==> config.mk <==
export PLATFORM = sky130hd
export DESIGN_NAME = stcam_match_resolver
export DESIGN_NICKNAME = d
export VERILOG_FILES = /design/src/rtl/stcam_pkg.sv /design/src/rtl/stcam_prio_enc.sv /design/src/rtl/stcam_match_resolver.sv
export SDC_FILE = /design/constraint.sdc
export NUM_CORES = 1
export LEC_CHECK = 0
export ABC_AREA = 1
export BUFFER_PORTS_ARGS = -buffer_cell sky130_fd_sc_hd__buf_2
export CAP_MARGIN = 25
export CORE_MARGIN = 2
export CORE_UTILIZATION = 50
export DETAILED_ROUTE_END_ITERATION = 12
export PLACE_DENSITY = 0.76
export SLEW_MARGIN = 40
export SYNTH_ARGS = -nofsm -noshare
export SYNTH_HDL_FRONTEND = slang
export SYNTH_SLANG_ARGS = --single-unit
==> constraint.sdc <==
create_clock -name clk -period 4.8 [get_ports clk]
set_clock_uncertainty 0.15 [all_clocks]
set_input_delay 0.24 -clock clk [delete_from_list [all_inputs] [get_ports clk]]
set_output_delay 0.24 -clock clk [all_outputs]
set_load 0.05 [all_outputs]
==> src/rtl/stcam_pkg.sv <==
// Shared STCAM sizing and resolver state.
// Imported by the row array, write controller and match resolver.
package stcam_pkg;

  localparam int STCAM_ROWS   = 16;
  localparam int STCAM_ADDR_W = $clog2(STCAM_ROWS);
  localparam int STCAM_CNT_W  = STCAM_ADDR_W + 1;

  typedef enum logic {
    IDLE = 1'b0,
    EMIT = 1'b1
  } rsv_state_t;

endpackage

==> src/rtl/stcam_prio_enc.sv <==
// Lowest-set-bit priority encoder for CAM match vectors.
// Also flags an empty vector and a single-bit vector.
module stcam_prio_enc #(
  parameter int ROWS   = 16,
  parameter int ADDR_W = $clog2(ROWS)
) (
  input  logic [ROWS-1:0]   vec,
  output logic [ADDR_W-1:0] idx,
  output logic              any,
  output logic              single
);

  // Scan from the top so the lowest set bit wins.
  always_comb begin
    idx = '0;
    for (int i = ROWS - 1; i >= 0; i--) begin
      if (vec[i]) idx = ADDR_W'(i);
    end
  end

  assign any    = |vec;
  assign single = any && ((vec & (vec - ROWS'(1))) == '0);

endmodule

==> src/rtl/stcam_match_resolver.sv <==
// Turns one captured match vector into an ascending stream of row addresses.
// A search with no hit yields a single miss beat.
module stcam_match_resolver
  import stcam_pkg::*;
#(
  parameter int ROWS   = STCAM_ROWS,
  parameter int ADDR_W = $clog2(ROWS),
  parameter int CNT_W  = ADDR_W + 1
) (
  input  logic              clk,
  input  logic              rst,
  input  logic              in_valid,
  output logic              in_ready,
  input  logic [ROWS-1:0]   in_match,
  output logic              out_valid,
  input  logic              out_ready,
  output logic              out_hit,
  output logic [ADDR_W-1:0] out_addr,
  output logic              out_last,
  output logic [CNT_W-1:0]  out_count,
  output logic              busy
);

  function automatic logic [CNT_W-1:0] popcnt(input logic [ROWS-1:0] v);
    logic [CNT_W-1:0] s;
    s = '0;
    for (int i = 0; i < ROWS; i++) s = s + CNT_W'(v[i]);
    return s;
  endfunction

  rsv_state_t        state;
  logic [ROWS-1:0]   pending;
  logic [CNT_W-1:0]  count;
  logic [ADDR_W-1:0] low_idx;
  logic              any_set;
  logic              one_set;

  stcam_prio_enc #(
    .ROWS   (ROWS),
    .ADDR_W (ADDR_W)
  ) u_enc (
    .vec    (pending),
    .idx    (low_idx),
    .any    (any_set),
    .single (one_set)
  );

  assign busy      = (state == EMIT);
  assign in_ready  = (state == IDLE);
  assign out_valid = busy;
  assign out_hit   = busy && any_set;
  assign out_addr  = busy ? low_idx : '0;
  assign out_last  = busy && (one_set || !any_set);
  assign out_count = count;

  // Capture a vector in IDLE, then retire its lowest set bit per accepted beat.
  always_ff @(posedge clk) begin
    if (rst) begin
      state   <= IDLE;
      pending <= '0;
      count   <= '0;
    end else begin
      case (state)
        IDLE: begin
          if (in_valid) begin
            pending <= in_match;
            count   <= popcnt(in_match);
            state   <= EMIT;
          end
        end
        EMIT: begin
          if (out_ready) begin
            if (out_last) begin
              pending <= '0;
              state   <= IDLE;
            end else begin
              pending <= pending & (pending - ROWS'(1));
            end
          end
        end
        default: state <= IDLE;
      endcase
    end
  end

endmodule

==> results.cfg <==
[outcome]
outcome = complete, no violations

[routing]
drt_pass1_iterations = 5
via_per_inst = 5.13
num_vias = 1703
ant_nets = 0
drt_iter0_drc = 118
wl_per_cell_um = 12.4
drc = 0
finalWirelength_um = 4100

[layout]
drive_gt1_share_pct = 18.2
fill_cells = 337
multiInputGateArea_mm2 = 0.00108
seqCellArea_um2 = 440
syn_to_final_growth_pct = 14.3
layout_commonest_cell = inv_1
finalNetCount = 322
mostFrequentLayoutCells = inv_1 (47), nand2_1 (45), o21ai_0 (36)
n_antenna_cell = 0
final_util_pct = 59.8

[logic_synthesis]
syn_area_mm2 = 0.00175
ys_seq_elements = 22
yosys_warnings = 0
synth_top_area_share_pct = 25.2
synth_edf_count = 0
ys_seq_area_share_pct = 25.2
synthTopCellsByArea = dfxtp_1 (25%), fa_1 (11%), o21ai_0 (10%)
synthCells = 256
synth_area_leader_cell = dfxtp_1
yosysUniqueCellTypes = 31
synth_area_per_cell_um2 = 6.82
syn_nets = 291
synth_flop_cell = dfxtp_1
ys_async_sr_fraction_pct = 0

[setup_path]
r2r_cells = 4
crit_family = adder cells
r2r_slack_ns = 2.35
start_kind = input port
path_common_cell = fa_1
critPathSlowestCell = fa_1
cp_data_required_time_ns = 4.91
crit_path_end_kind = register
r2r-start = busy
cp_num_buf_inv = 3
max_stage_delay_ns = 0.58
arrival_ns = 3.45
crit_type = input port to register
worst-path-max-fanout = 2
crit_chain = buf_2 > inv_1 > fa_1 > fa_1 > fa_1 > fa_1 > inv_1 > ha_1 > a21oi_1 > nor2_1 > o21ai_0 > o21ai_0 > a31oi_1
reg2reg_to = pending[11]

[floorplan]
ioPinCount = 34
die_width_um = 63.1
die_h_um = 63.1
core_mm2 = 0.00334
num_rows = 21
initial_core_util_pct = 52.3
dieArea_mm2 = 0.00398

[cts]
root_buffer = clkbuf_4
postCtsSetupBuffers = 0
cts_tree = yes
cts_resized = 0
numCtsBuffers = 3
h-tree-depth = 1
clkSinkCount = 22
cts.clk_slew.worst_paths_ns = 0.14
clk_latency_ns = 0.33
clockBufferDepth = 2

[pwr]
leakage_nw = 0.985
p_sw_w = 0.000365
powerDensity_mw_per_mm2 = 402
seqPwrFrac_pct = 30.3
total_power_w = 0.000801
combPwrFrac_pct = 51.2
ir_drop_v = 0.000296
internal_power_w = 0.000436
switching_share_pct = 45.6
p_clk_share_pct = 18.5

[global_route]
grt_pass1_wl_um = 7180
grt_pass1_vias = 1556
grt_max_degree = 22
antenna_found_initial = 0
groute.usage.overall_pct = 22.3
grt-ovfl-total = 0

[hold_path]
min_from = in_match[0]
min-delay-path-class = input port to register
whs_path_depth = 3
hold-path-endpoint = pending[0]

[sta]
rsz0062_at_grt = false
clock.fmax_ghz = 0.299
tightest_slew_ns = 0.668
period_needed_ns = 3.34
tns_ns = 0
hold_violations = 0
setup_slack_ns = 1.46
relSlewSlack_pct = 55.4
period_share_pct = 69.7
maxSlewViolCount = 0
setup_viol = 0
fin_hold_ws_ns = 0.00736

[job]
maxCapViolCount = 0

[placed_design]
place_hpwl_um = 3260
place.gp.congestion = 0.939
port_buffers = 33
post-place-ws_ns = 1.13
routing by layer:
| layer | GRT usage, % | part of all wire (%) | vias to the layer above |
|---|---|---|---|
| li1 | - | - | 885 |
| met1 | 32.2 | 49 | 768 |
| met2 | 35.2 | 46 | 43 |
| met3 | 1.79 | 3.9 | 7 |
| met4 | 7.50 | 1.9 | 0 |
| met5 | 0 | 0 | - |
power by group through the flow:
| stage | combinational [W] | sequential (W) | clock (W) |
|---|---|---|---|
| 2_1_floorplan | 0.000297 | 0.000267 | 0 |
| 3_3_place_gp | 0.000402 | 0.000246 | 0 |
| 3_5_place_dp | 0.000409 | 0.000247 | 0 |
| 4_1_cts | 0.000412 | 0.000242 | 0.000148 |
| 5_1_grt | 0.000468 | 0.000248 | 0.000153 |
| 6_report | 0.000410 | 0.000243 | 0.000148 |
final cells by class:
type                       instances  area share, %
sequential                        22           22.1
multi-input combinational        177           54.3
clock buffer                       3           1.13
inverter                          49           9.28
tap                               46           2.89
timing repair buffer              34           8.78
clock inverter                     1           1.51
tightest hold or removal path: stages:
cell     delay [ns]
buf_2          0.10
nand2_1        0.05
a21oi_1        0.06
worst max-delay path by stage:
stage | cells after the start | endpoint | start
after floorplan | 12 | out_count[3] | in_match[0]
after global placement | 13 | out_count[4] | in_match[0]
after detailed placement | 13 | out_count[3] | in_match[0]
after CTS | 13 | out_count[3] | in_match[0]
after global routing | 13 | out_count[3] | in_match[0]
final | 13 | out_count[3] | in_match[0]
sequential cells by signal (all words and copies together), names as in the netlist:
register	flops
out_count	5
pending	16
busy	1
through the flow:
stage	instances	cell area [um2]
after floorplan	256	1750
after global placement	327	1930
after detailed placement	327	1930
after CTS	332	1990
after global routing	332	1990
final	332	1990
cell usage after synthesis (2+ instances only):
master,count
a21oi_1,20
a31oi_1,2
clkbuf_1,5
dfxtp_1,22
fa_1,10
ha_1,5
inv_1,47
nand2_1,45
nand2_2,2
nand3_1,13
nand4_1,2
nor2_1,20
nor2_4,4
nor3_1,2
nor4_1,3
o21ai_0,36
o21ai_1,2
o221a_2,3
cells by family after synthesis:
group           count (synthesis)  synth area share, %
flops                          22                 25.2
fa+ha+maj                      15                 15.1
compound gates                 66                 20.6
xor+xnor                        1                0.502
simple gates                   95                 25.9
buf+inv                        57                 12.7
timing repair:
item,in CTS,in global routing
endpoints found under the setup margin,0,0
hold buffers,1,0
endpoints found under the hold margin,3,0
(Power assumes the default switching activity.)
